`src/rtl/operand_fetch.sv`:
```
// operand_fetch: register-read stage with writeback bypass; define OPERAND_FETCH_COMB_FWD_EN for same-cycle bypass onto held operands
module operand_fetch #(
  parameter int WIDTH = 32,
  parameter int ADDR_WIDTH = 5,
  parameter int PAYLOAD_WIDTH = 64
) (
  input  logic                     clk,
  input  logic                     rst,
  input  logic                     flush,
  input  logic                     in_valid,
  output logic                     in_ready,
  input  logic [ADDR_WIDTH-1:0]    in_rs1,
  input  logic [ADDR_WIDTH-1:0]    in_rs2,
  input  logic [PAYLOAD_WIDTH-1:0] in_payload,
  input  logic                     wb_we,
  input  logic [ADDR_WIDTH-1:0]    wb_addr,
  input  logic [WIDTH-1:0]         wb_data,
  output logic [ADDR_WIDTH-1:0]    rf_r_addr1,
  output logic [ADDR_WIDTH-1:0]    rf_r_addr2,
  input  logic [WIDTH-1:0]         rf_read1,
  input  logic [WIDTH-1:0]         rf_read2,
  output logic                     rf_we,
  output logic [ADDR_WIDTH-1:0]    rf_w_addr,
  output logic [WIDTH-1:0]         rf_w_data,
  output logic                     out_valid,
  input  logic                     out_ready,
  output logic [WIDTH-1:0]         out_rs1_data,
  output logic [WIDTH-1:0]         out_rs2_data,
  output logic [PAYLOAD_WIDTH-1:0] out_payload
);
  logic [ADDR_WIDTH-1:0]    rs1_q, rs2_q;
  logic [PAYLOAD_WIDTH-1:0] payload_q;
  logic                     fwd_valid1, fwd_valid2;
  logic [WIDTH-1:0]         fwd_data1, fwd_data2;
  logic                     accept, comb1, comb2;
  assign in_ready    = !out_valid || out_ready;
  assign accept      = in_valid && in_ready;
  assign rf_r_addr1  = accept ? in_rs1 : rs1_q;
  assign rf_r_addr2  = accept ? in_rs2 : rs2_q;
  assign rf_we       = wb_we;
  assign rf_w_addr   = wb_addr;
  assign rf_w_data   = wb_data;
  assign out_payload = payload_q;
`ifdef OPERAND_FETCH_COMB_FWD_EN
  assign comb1 = out_valid && wb_we && wb_addr == rs1_q;
  assign comb2 = out_valid && wb_we && wb_addr == rs2_q;
`else
  assign comb1 = 1'b0;
  assign comb2 = 1'b0;
`endif
  // Held instruction: flush wins over accept, consume drops valid
  always_ff @(posedge clk or posedge rst) begin
    if (rst) begin
      out_valid <= 1'b0;
      rs1_q     <= '0;
      rs2_q     <= '0;
      payload_q <= '0;
    end else if (flush) begin
      out_valid <= 1'b0;
    end else if (accept) begin
      out_valid <= 1'b1;
      rs1_q     <= in_rs1;
      rs2_q     <= in_rs2;
      payload_q <= in_payload;
    end else if (out_ready) begin
      out_valid <= 1'b0;
    end
  end
  // Capture writes that the register file read would miss this edge
  always_ff @(posedge clk or posedge rst) begin
    if (rst) begin
      fwd_valid1 <= 1'b0;
      fwd_valid2 <= 1'b0;
      fwd_data1  <= '0;
      fwd_data2  <= '0;
    end else begin
      fwd_valid1 <= wb_we && wb_addr == rf_r_addr1 && wb_addr != '0;
      fwd_valid2 <= wb_we && wb_addr == rf_r_addr2 && wb_addr != '0;
      fwd_data1  <= wb_data;
      fwd_data2  <= wb_data;
    end
  end
  // Operand select: x0, then same-cycle write, then registered bypass, then file
  always_comb begin
    out_rs1_data = rs1_q == '0 ? '0 : comb1 ? wb_data : fwd_valid1 ? fwd_data1 : rf_read1;
    out_rs2_data = rs2_q == '0 ? '0 : comb2 ? wb_data : fwd_valid2 ? fwd_data2 : rf_read2;
  end
endmodule
```
`config.mk`:
```
export PLATFORM = sky130hd
export DESIGN_NAME = operand_fetch
export DESIGN_NICKNAME = d
export VERILOG_FILES = /design/src/rtl/operand_fetch.sv
export SDC_FILE = /design/constraint.sdc
export NUM_CORES = 1
export LEC_CHECK = 0
export CORE_AREA = 2 2 138 140
export CTS_CLUSTER_DIAMETER = 50
export DETAILED_ROUTE_END_ITERATION = 7
export DIE_AREA = 0 0 140 142
export GPL_TIMING_DRIVEN = 0
export PLACE_DENSITY = 0.67
export SYNTH_ARGS = -nofsm -noshare
export SYNTH_HDL_FRONTEND = slang
export SYNTH_SLANG_ARGS = --single-unit
```
`constraint.sdc`:
```
create_clock -name clk -period 9.5 [get_ports clk]
set_input_delay 2.375 -clock clk [delete_from_list [all_inputs] [get_ports clk]]
set_output_delay 2.375 -clock clk [all_outputs]
set_load 0.01 [all_outputs]
```
==> results of run 1 <==
-- area by class of cell --
| type | count | area, sq um | share of cell area |
|---|---|---|---|
| buffer | 62 | 430 | 0.0455 |
| clock buffer | 10 | 229 | 0.0242 |
| clock inverter | 6 | 60.1 | 0.00635 |
| inverter | 5 | 21.3 | 0.00225 |
| multi-input combinational | 246 | 2100 | 0.222 |
| sequential | 109 | 2730 | 0.288 |
| tap | 234 | 293 | 0.0310 |
| timing repair buffer | 358 | 3600 | 0.381 |
-- flip-flops by register name, indices dropped and copies added (netlist names) --
signal / count
out_payload: 64
fwd_data2: 32
fwd_valid1: 1
rs2_q: 5
out_valid: 1
fwd_valid2: 1
rs1_q: 5
-- cells in the mapped netlist --
master and count:
o22ai_1 1, inv_1 5, nor4_1 1, mux2_2 82
nand3_1 1, buf_2 14, o21ai_0 2, dfrtp_1 109
or4_1 2, nand2_1 2, a2bb2oi_1 1, mux2i_1 64
xnor2_1 5, buf_6 2, buf_4 44, clkbuf_1 2
nand2_4 1, a41oi_1 1, o21ai_2 1, and4_1 1
mux2_4 1, a21oi_1 2, nand2b_4 1, or4_4 1
a2111oi_2 1, nor2_2 2, o21ba_1 1, a221oi_1 2
xor2_1 5, nor2_1 65
-- per-layer routing --
metal	global-route usage	vias up
li1	-	2147
met1	0.196	2213
met2	0.331	226
met3	0.0606	30
met4	0.0680	2
met5	0	-
-- path summary, 6_finish.rpt --
kind	slack, ns	start	end
min in group asynchronous	2.49	rst	out_payload[11]
worst max-delay path	3.00	out_ready	rf_r_addr2[1]
max in group asynchronous	6.30	rst	fwd_data2[11]
worst max register to register	7.78	out_valid	rs2_q[2]
worst min register to register	0.51	out_payload[16]	out_payload[16]
worst min-delay path	0.51	out_payload[16]	out_payload[16]
-- stage by stage --
step | util | hold WS [ns] | total power, mW | area [sq um]
final | 0.513 | 0.507 | 1.40 | 9460
after global routing | 0.513 | 0.514 | 1.47 | 9460
after CTS | 0.513 | 0.512 | 1.42 | 9460
after detailed placement | 0.497 | 0.494 | 1.04 | 9170
after global placement | 0.495 | 0.490 | 1.03 | 9140
after floorplan | - | 0.489 | 0.744 | 5270
-- report_power, final --
part | internal [mW] | switching [mW] | leakage (nW) | total [mW]
logic | 0.297 | 0.174 | 2.41 | 0.471
registers | 0.525 | 0.0359 | 1.28 | 0.561
clock network | 0.183 | 0.185 | 0.134 | 0.369
total | 1.01 | 0.395 | 3.82 | 1.40
-- cells by family after synthesis --
logic type	synth area share
simple gates	0.0636
xor+xnor	0.0166
buf+inv	0.0852
flops	0.517
compound gates	0.0180
mux	0.299
-- worst register-to-register path, cell delays in order (launching register included) --
cell and delay, ns:
dfrtp_1 0.42, nand2b_4 0.11, nand2_4 0.09, nor2_1 0.18, buf_4 0.22, buf_4 0.23
mux2_2 0.36
==> reports/results.txt, run 1 <==
Outcome -> finished with violations
Failing checks -> design-rule violations
Initial DRC count -> 146
CTS H-tree depth -> 3
Residual DRC -> 25
Avg WL per Cell -> 18.1 microns
First-pass detailed-route iteration total -> 8
Worst setup SP type -> input pin
Number of global-route vias before repair -> 5005
Critical Path AT -> 4.13 ns
Slew HR -> 0.513
CTS tree -> yes
Yosys warning total -> 0
First-pass GRT wire length -> 27900 microns
Setup_tns -> 0 ns
DR vias -> 4618
Worst setup margin -> 3.00 ns
Setup Viol. Count Final -> 0
Avg Vias per Cell -> 4.48
CP max stage delay -> 0.52 ns
I/O Pins -> 359
CP Capture Type -> output pin
Final period utilization -> 0.684
Slowest cell on the critical path -> clkdlybuf4s50_1
Sequential share of the synthesized area -> 0.517
Worst Reg-to-Reg Cells -> 6
Antenna cells -> 0
GPL Wtd Cong -> 0.926
Routed Wire Length -> 18600 microns
Max cap viols -> 0
Critical Path Fanout Max -> 10
Die area -> 19900 sq um
Core Box Area -> 18500 sq um
Syn avg cell area -> 12.5 sq um
Crit path kind -> input pin to output pin
Measured slew at the worst slew-check pin -> 0.731 ns
Die Ht -> 142 microns
Post-CTS Hold Buffers -> 0
RSZ-0062 raised after global routing -> false
Yosys top cell by area -> dfrtp_1
Crit path max-delay family -> buffers and inverters
Highest Signal Layer -> met5
Placed insts -> 1014
Top cells by area, synth -> dfrtp_1, mux2_2, mux2i_1, buf_4, nor2_1
Hold depth -> 1
PD cells -> 148 nW/um^2
Top-area cell type share of the netlist area -> 0.517
Slew Limit Fails -> 0
Cells along the critical path -> clkdlybuf4s50_1 -> nand2b_4 -> nand2_4 -> buf_6 -> mux2_2 -> clkdlybuf4s50_1
Commonest non-fill, non-tap cell in the layout -> clkdlybuf4s50_1
TritonCTS Buffers -> 9
Area Overhead vs Synth -> 79.4%
P_leak -> 3.82 nW
IO Port Bufs -> 357
Fmax -> 154 MHz
Post-route met1 wirelength -> 6870 microns
HPWL after detailed placement -> 15100 microns
Clk sinks -> 109
Seq cells post-synth -> 109
Post CTS Setup Buffer Count -> 0
Worst path bufs/invs -> 3
Layout Nets -> 972
Post-Syn Area -> 5270 sq um
Largest net degree at the start of global routing -> 57
Total gr overflow -> 0
Commonest non-fill, non-tap cells in the layout -> clkdlybuf4s50_1, dfrtp_1, mux2_2, nor2_1, mux2i_1
CTS Root Cell -> clkbuf_16
CTS max path bufs -> 2
Clock Skew -> 0.00958 ns
Clk slew on worst S/H paths -> 0.08 ns
Share of layout cells above drive strength 1 -> 0.210
Fin. Hold Viols -> 0
Met3 WL post-DR -> 1740 microns
Worst-Skew Late Latency -> 0.35 ns
Worst Path Required -> 7.13 ns
Total track usage -> 0.181
Peak supply drop -> 0.0887 mV
Worst slack at placement -> 2.99 ns
Row count -> 50
Gates resized, CTS repair -> 0
Initial Utilization -> 0.286
Critical path depth in cells -> 6
Mapped Nets -> 603
Period minus WS final -> 6.50 ns
Number of unique standard cell types used by synthesis -> 30
Die Wd -> 140 microns
Met2 WL -> 9530 microns
Filler cell count -> 1615
Number of antenna violations at the first check in global routing -> 1
Mapped Cells -> 422
Finished Layout Cells -> 1030
Post-route ant nets -> 0
HP Class -> flip-flop to flip-flop
Most used cell, CP -> clkdlybuf4s50_1
Note: power is estimated with default switching activity, not from simulation.
==> run 2: changes to the inputs <==
- CORE_AREA: 2 2 138 140 -> 2 2 140 142
- DIE_AREA: 0 0 140 142 -> 0 0 142 144
- PLACE_DENSITY: 0.67 -> 0.66
- clock period: 9.5 -> 6.26 ns (I/O delays scaled with it)
==> run 2 against run 1 <==
Effect of this change: the run now ends clean; flip-flop and latch count stayed put; highest routed layer is now met4; global-route usage shrank 0.97 points; sequential power rose by 52%; clock-buffer cell count unchanged; critical path depth unchanged; clock skew decreased by 0.00097 ns; non-clock buffer count stayed put; power rose by 51%; hold slack improved by 0.00092 ns; core utilization down 1.7 points.
==> reports/results.txt, run 2 (synthesis gave the netlist of run 1 again) <==
Outcome -> finished clean
Post CTS Setup Buffer Count -> 0
Gates resized, CTS repair -> 0
Worst setup SP type -> input pin
I/O Pins -> 359
IO Port Bufs -> 357
RSZ-0062 raised after global routing -> false
HP Class -> flip-flop to flip-flop
Peak supply drop -> 0.123 mV
First-pass detailed-route iteration total -> 4
Post-route ant nets -> 0
GPL Wtd Cong -> 0.798
Initial DRC count -> 94
Critical Path AT -> 3.32 ns
Die area -> 20400 sq um
Largest net degree at the start of global routing -> 64
Total gr overflow -> 0
FF-to-FF setup slack -> 4.53 ns
Max cap viols -> 0
Core Box Area -> 19100 sq um
Critical Path Fanout Max -> 10
Residual DRC -> 0
Clk sinks -> 109
Final core utilization -> 0.496
PD cells -> 224 nW/um^2
Share of layout cells above drive strength 1 -> 0.210
CTS tree -> yes
CTS H-tree depth -> 3
Worst r2r src -> out_valid
TritonCTS Buffers -> 9
Slew Limit Fails -> 0
Max reg flops -> 64
Number of antenna violations at the first check in global routing -> 0
Worst-Skew Late Latency -> 0.35 ns
Worst Path Required -> 4.70 ns
DR vias -> 4495
Die Ht -> 144 microns
Min-delay src -> out_payload[1]
Slew HR -> 0.675
Hold depth -> 1
Hold Path End -> out_payload[1]
Final period utilization -> 0.780
Total track usage -> 0.172
Antenna cells -> 0
Measured slew at the worst slew-check pin -> 0.488 ns
Worst Reg-to-Reg Cells -> 6
Crit path kind -> input pin to output pin
Number of global-route vias before repair -> 4634
CTS max path bufs -> 2
HPWL after detailed placement -> 14500 microns
Row count -> 51
Layout Nets -> 972
Post-CTS Hold Buffers -> 0
Fin. Hold Viols -> 0
CP Capture Type -> output pin
WHS -> 0.508 ns
Routed Wire Length -> 18100 microns
Clock Skew -> 0.00862 ns
First-pass GRT wire length -> 26800 microns
Area Overhead vs Synth -> 79.4%
Clk slew on worst S/H paths -> 0.08 ns
Commonest non-fill, non-tap cells in the layout -> clkdlybuf4s50_1, dfrtp_1, mux2_2, nor2_1, mux2i_1
Period minus WS final -> 4.89 ns
Avg WL per Cell -> 17.5 microns
Reg2Reg Capture Point -> out_payload[59]
Initial Utilization -> 0.276
Avg Vias per Cell -> 4.35
CTS Root Cell -> clkbuf_16
Setup Viol. Count Final -> 0
P_leak -> 3.83 nW
Commonest non-fill, non-tap cell in the layout -> clkdlybuf4s50_1
Die Wd -> 142 microns
Fmax -> 205 MHz
## run 2: changes by cell type in the layout (fill, tap and decap cells not counted), sizes merged
cell,previous run,this run
clkinv,3,2
clkinvlp,2,1
inv,6,8
## run 2: area by class of cell
cell class / instances / area (sq um)
buffer: 62 / 430
sequential: 109 / 2730
inverter: 5 / 23.8
multi-input combinational: 246 / 2100
fill: 1771 / 9620
clock inverter: 6 / 53.8
tap: 238 / 298
timing repair buffer: 358 / 3600
clock buffer: 10 / 229
## run 2: metrics by stage
stage | instances | cell area, sq um | setup TNS (ns) | setup WS [ns] | total power [mW]
floorplan | 422 | 5270 | 0 | 1.82 | 1.13
detailed placement | 1018 | 9180 | 0 | 1.36 | 1.58
CTS | 1034 | 9460 | 0 | 1.35 | 2.16
finish | 1034 | 9460 | 0 | 1.37 | 2.12
global route | 1034 | 9460 | 0 | 1.32 | 2.23
global placement | 1017 | 9150 | -16.28 | -0.160 | 1.58
## run 2: layer usage
| metal | up-vias | global-route usage | share of wire |
|---|---|---|---|
| li1 | 2148 | - | - |
| met1 | 2119 | 0.205 | 0.40 |
| met2 | 214 | 0.300 | 0.50 |
| met3 | 14 | 0.0520 | 0.083 |
| met4 | 0 | 0.0495 | 0.013 |
| met5 | - | 0 | 0 |
## run 2: worst max path at each step
stage / startpoint / to / depth (start not counted) / slack (ns)
2_1_floorplan: rst / fwd_data2[0] / 1 / 1.82
3_3_place_gp: rst / fwd_data2[6] / 2 / -0.16
3_5_place_dp: out_ready / rf_r_addr2[1] / 6 / 1.36
4_1_cts: out_ready / rf_r_addr2[1] / 6 / 1.35
5_1_grt: out_ready / rf_r_addr2[2] / 6 / 1.32
6_report: out_ready / rf_r_addr2[1] / 6 / 1.37
## run 2: power by group
part	switching, mW	internal [mW]	total, mW
logic	0.261	0.451	0.711
registers	0.0537	0.797	0.850
clock network	0.279	0.278	0.557
total	0.593	1.53	2.12
## run 2: critical path: stages
cell,delay (ns)
clkdlybuf4s50_1,0.41
nand2b_4,0.17
nand2_4,0.13
buf_6,0.17
mux2_2,0.36
clkdlybuf4s50_1,0.52
==> run 3: changes to the inputs <==
- CORE_AREA: 2 2 140 142 -> not set
- CORE_ASPECT_RATIO: not set -> 0.6
- CORE_UTILIZATION: not set -> 32
- DIE_AREA: 0 0 142 144 -> not set
- PLACE_DENSITY: 0.66 -> 0.77
- clock period: 6.26 -> 4.31 ns (I/O delays scaled with it)
==> run 3 against run 2 <==
Effect of this change: sequential power up 46%; core utilization up 11 points; die area down 17%; clock-buffer cell count down 1; hold slack better by 0.0013 ns; sequential share of layout area about the same; global-route usage up 2.8 points; final cell count down 3.4%; critical path type unchanged; clock skew up 0.0013 ns; highest routed layer unchanged; first-iteration DRC count up 43%.
==> reports/results.txt, run 3 (synthesis gave the netlist of run 1 again) <==
Clk slew on worst S/H paths -> 0.08 ns
IO Port Bufs -> 357
Largest net degree at the start of global routing -> 58
Post-CTS Hold Buffers -> 0
Sequential Power Share -> 0.395
Max cap viols -> 0
Comb pwr share -> 0.329
P_leak -> 3.84 nW
Placed insts -> 983
Int Power -> 2.24 mW
Setup Viol. Count Final -> 0
WHS -> 0.509 ns
Fin. Hold Viols -> 0
Worst setup margin -> 0.460 ns
Initial Utilization -> 0.335
Switching share of power -> 0.285
Reg2Reg Capture Point -> out_payload[0]
CP Capture Type -> output pin
Met3 WL post-DR -> 1270 microns
PD cells -> 331 nW/um^2
GPL Wtd Cong -> 0.887
Highest Signal Layer -> met4
Avg Vias per Cell -> 4.57
Min-delay src -> out_payload[5]
Final Power -> 3.13 mW
Slew HR -> 0.528
Worst Reg-to-Reg Cells -> 6
Critical Path AT -> 2.77 ns
RSZ-0062 raised after global routing -> false
Clk sinks -> 109
Filler cell count -> 1228
Slew Limit Fails -> 0
Worst-Skew Late Latency -> 0.35 ns
Crit path kind -> input pin to output pin
Worst slack at placement -> 0.449 ns
Initial DRC count -> 134
FF-to-FF setup slack -> 2.54 ns
CTS max path bufs -> 2
Routed Wire Length -> 17300 microns
Total gr overflow -> 0
HP Class -> flip-flop to flip-flop
CTS H-tree depth -> 3
Commonest non-fill, non-tap cell in the layout -> clkdlybuf4s50_1
Row count -> 35
Post-DP Area -> 9130 sq um
Final core utilization -> 0.601
Worst Path Required -> 3.23 ns
Period minus WS final -> 3.85 ns
Post-route ant nets -> 0
Critical Path Fanout Max -> 10
Die Wd -> 168 microns
Die area -> 17000 sq um
Worst setup SP type -> input pin
Post-route met1 wirelength -> 6750 microns
Number of antenna violations at the first check in global routing -> 0
Met2 WL -> 8960 microns
Clock power frac -> 0.276
Avg WL per Cell -> 17.3 microns
Total track usage -> 0.200
Fmax -> 260 MHz
Layout Nets -> 972
First-pass GRT wire length -> 26400 microns
Commonest non-fill, non-tap cells in the layout -> clkdlybuf4s50_1, dfrtp_1, mux2_2, nor2_1, mux2i_1
Multi-input gate area -> 2100 sq um
Setup_tns -> 0 ns
Antenna cells -> 0
Residual DRC -> 0
Core Box Area -> 15700 sq um
Die Ht -> 101 microns
I/O Pins -> 359
Final period utilization -> 0.893
Share of layout cells above drive strength 1 -> 0.211
Seq. cell area -> 2730 sq um
Measured slew at the worst slew-check pin -> 0.708 ns
HPWL after detailed placement -> 14200 microns
Fin area -> 9450 sq um
CTS tree -> yes
Peak supply drop -> 0.243 mV
Hold depth -> 1
Outcome -> finished clean
TritonCTS Buffers -> 9
Max reg flops -> 64
Hold Path End -> out_payload[5]
CTS Root Cell -> clkbuf_16
Post CTS Setup Buffer Count -> 0
First-pass detailed-route iteration total -> 4
DR vias -> 4567
Clock Skew -> 0.00994 ns
Area Overhead vs Synth -> 79.2%
Finished Layout Cells -> 999
Gates resized, CTS repair -> 0
Worst r2r src -> out_valid
Number of global-route vias before repair -> 4822
P_sw -> 0.891 mW
==> run 3: worst max-delay path by stage <==
| stage | slack, ns | start | end | cells past startpoint |
|---|---|---|---|---|
| after floorplan | 0.36 | rst | fwd_data2[0] | 1 |
| after global placement | -1.21 | rst | fwd_data2[2] | 2 |
| after detailed placement | 0.45 | out_ready | rf_r_addr2[1] | 6 |
| after CTS | 0.44 | out_ready | rf_r_addr2[1] | 6 |
| after global routing | 0.41 | out_ready | rf_r_addr2[1] | 6 |
| final | 0.46 | out_ready | rf_r_addr2[1] | 6 |
==> run 3: layer usage <==
metal	up-vias	GRT usage
li1	2147	-
met1	2207	0.226
met2	185	0.365
met3	28	0.0660
met4	0	0.0572
met5	-	0
==> run 3: critical path, stage by stage <==
cell             delay [ns]
clkdlybuf4s50_1        0.40
nand2b_4               0.17
nand2_4                0.11
buf_6                  0.16
mux2_2                 0.36
clkdlybuf4s50_1        0.50
==> run 3: final cells by class <==
| cell class | instances | share of cell area |
|---|---|---|
| plain buffers | 62 | 0.0455 |
| clock buffers | 9 | 0.0238 |
| clock inverters | 7 | 0.0101 |
| inverters | 5 | 0.00225 |
| multi-input cells | 246 | 0.222 |
| flip-flops and latches | 109 | 0.289 |
| well taps | 203 | 0.0269 |
| repair buffers | 358 | 0.381 |
==> run 3: power by group through the flow <==
stage                     registers, mW  logic (mW)  clock network (mW)
final                              1.24        1.03               0.863
after global routing               1.26        1.10               0.937
after CTS                          1.24        1.04               0.900
after detailed placement           1.25        1.04                   0
after global placement             1.25        1.02                   0
after floorplan                    1.29       0.346                   0
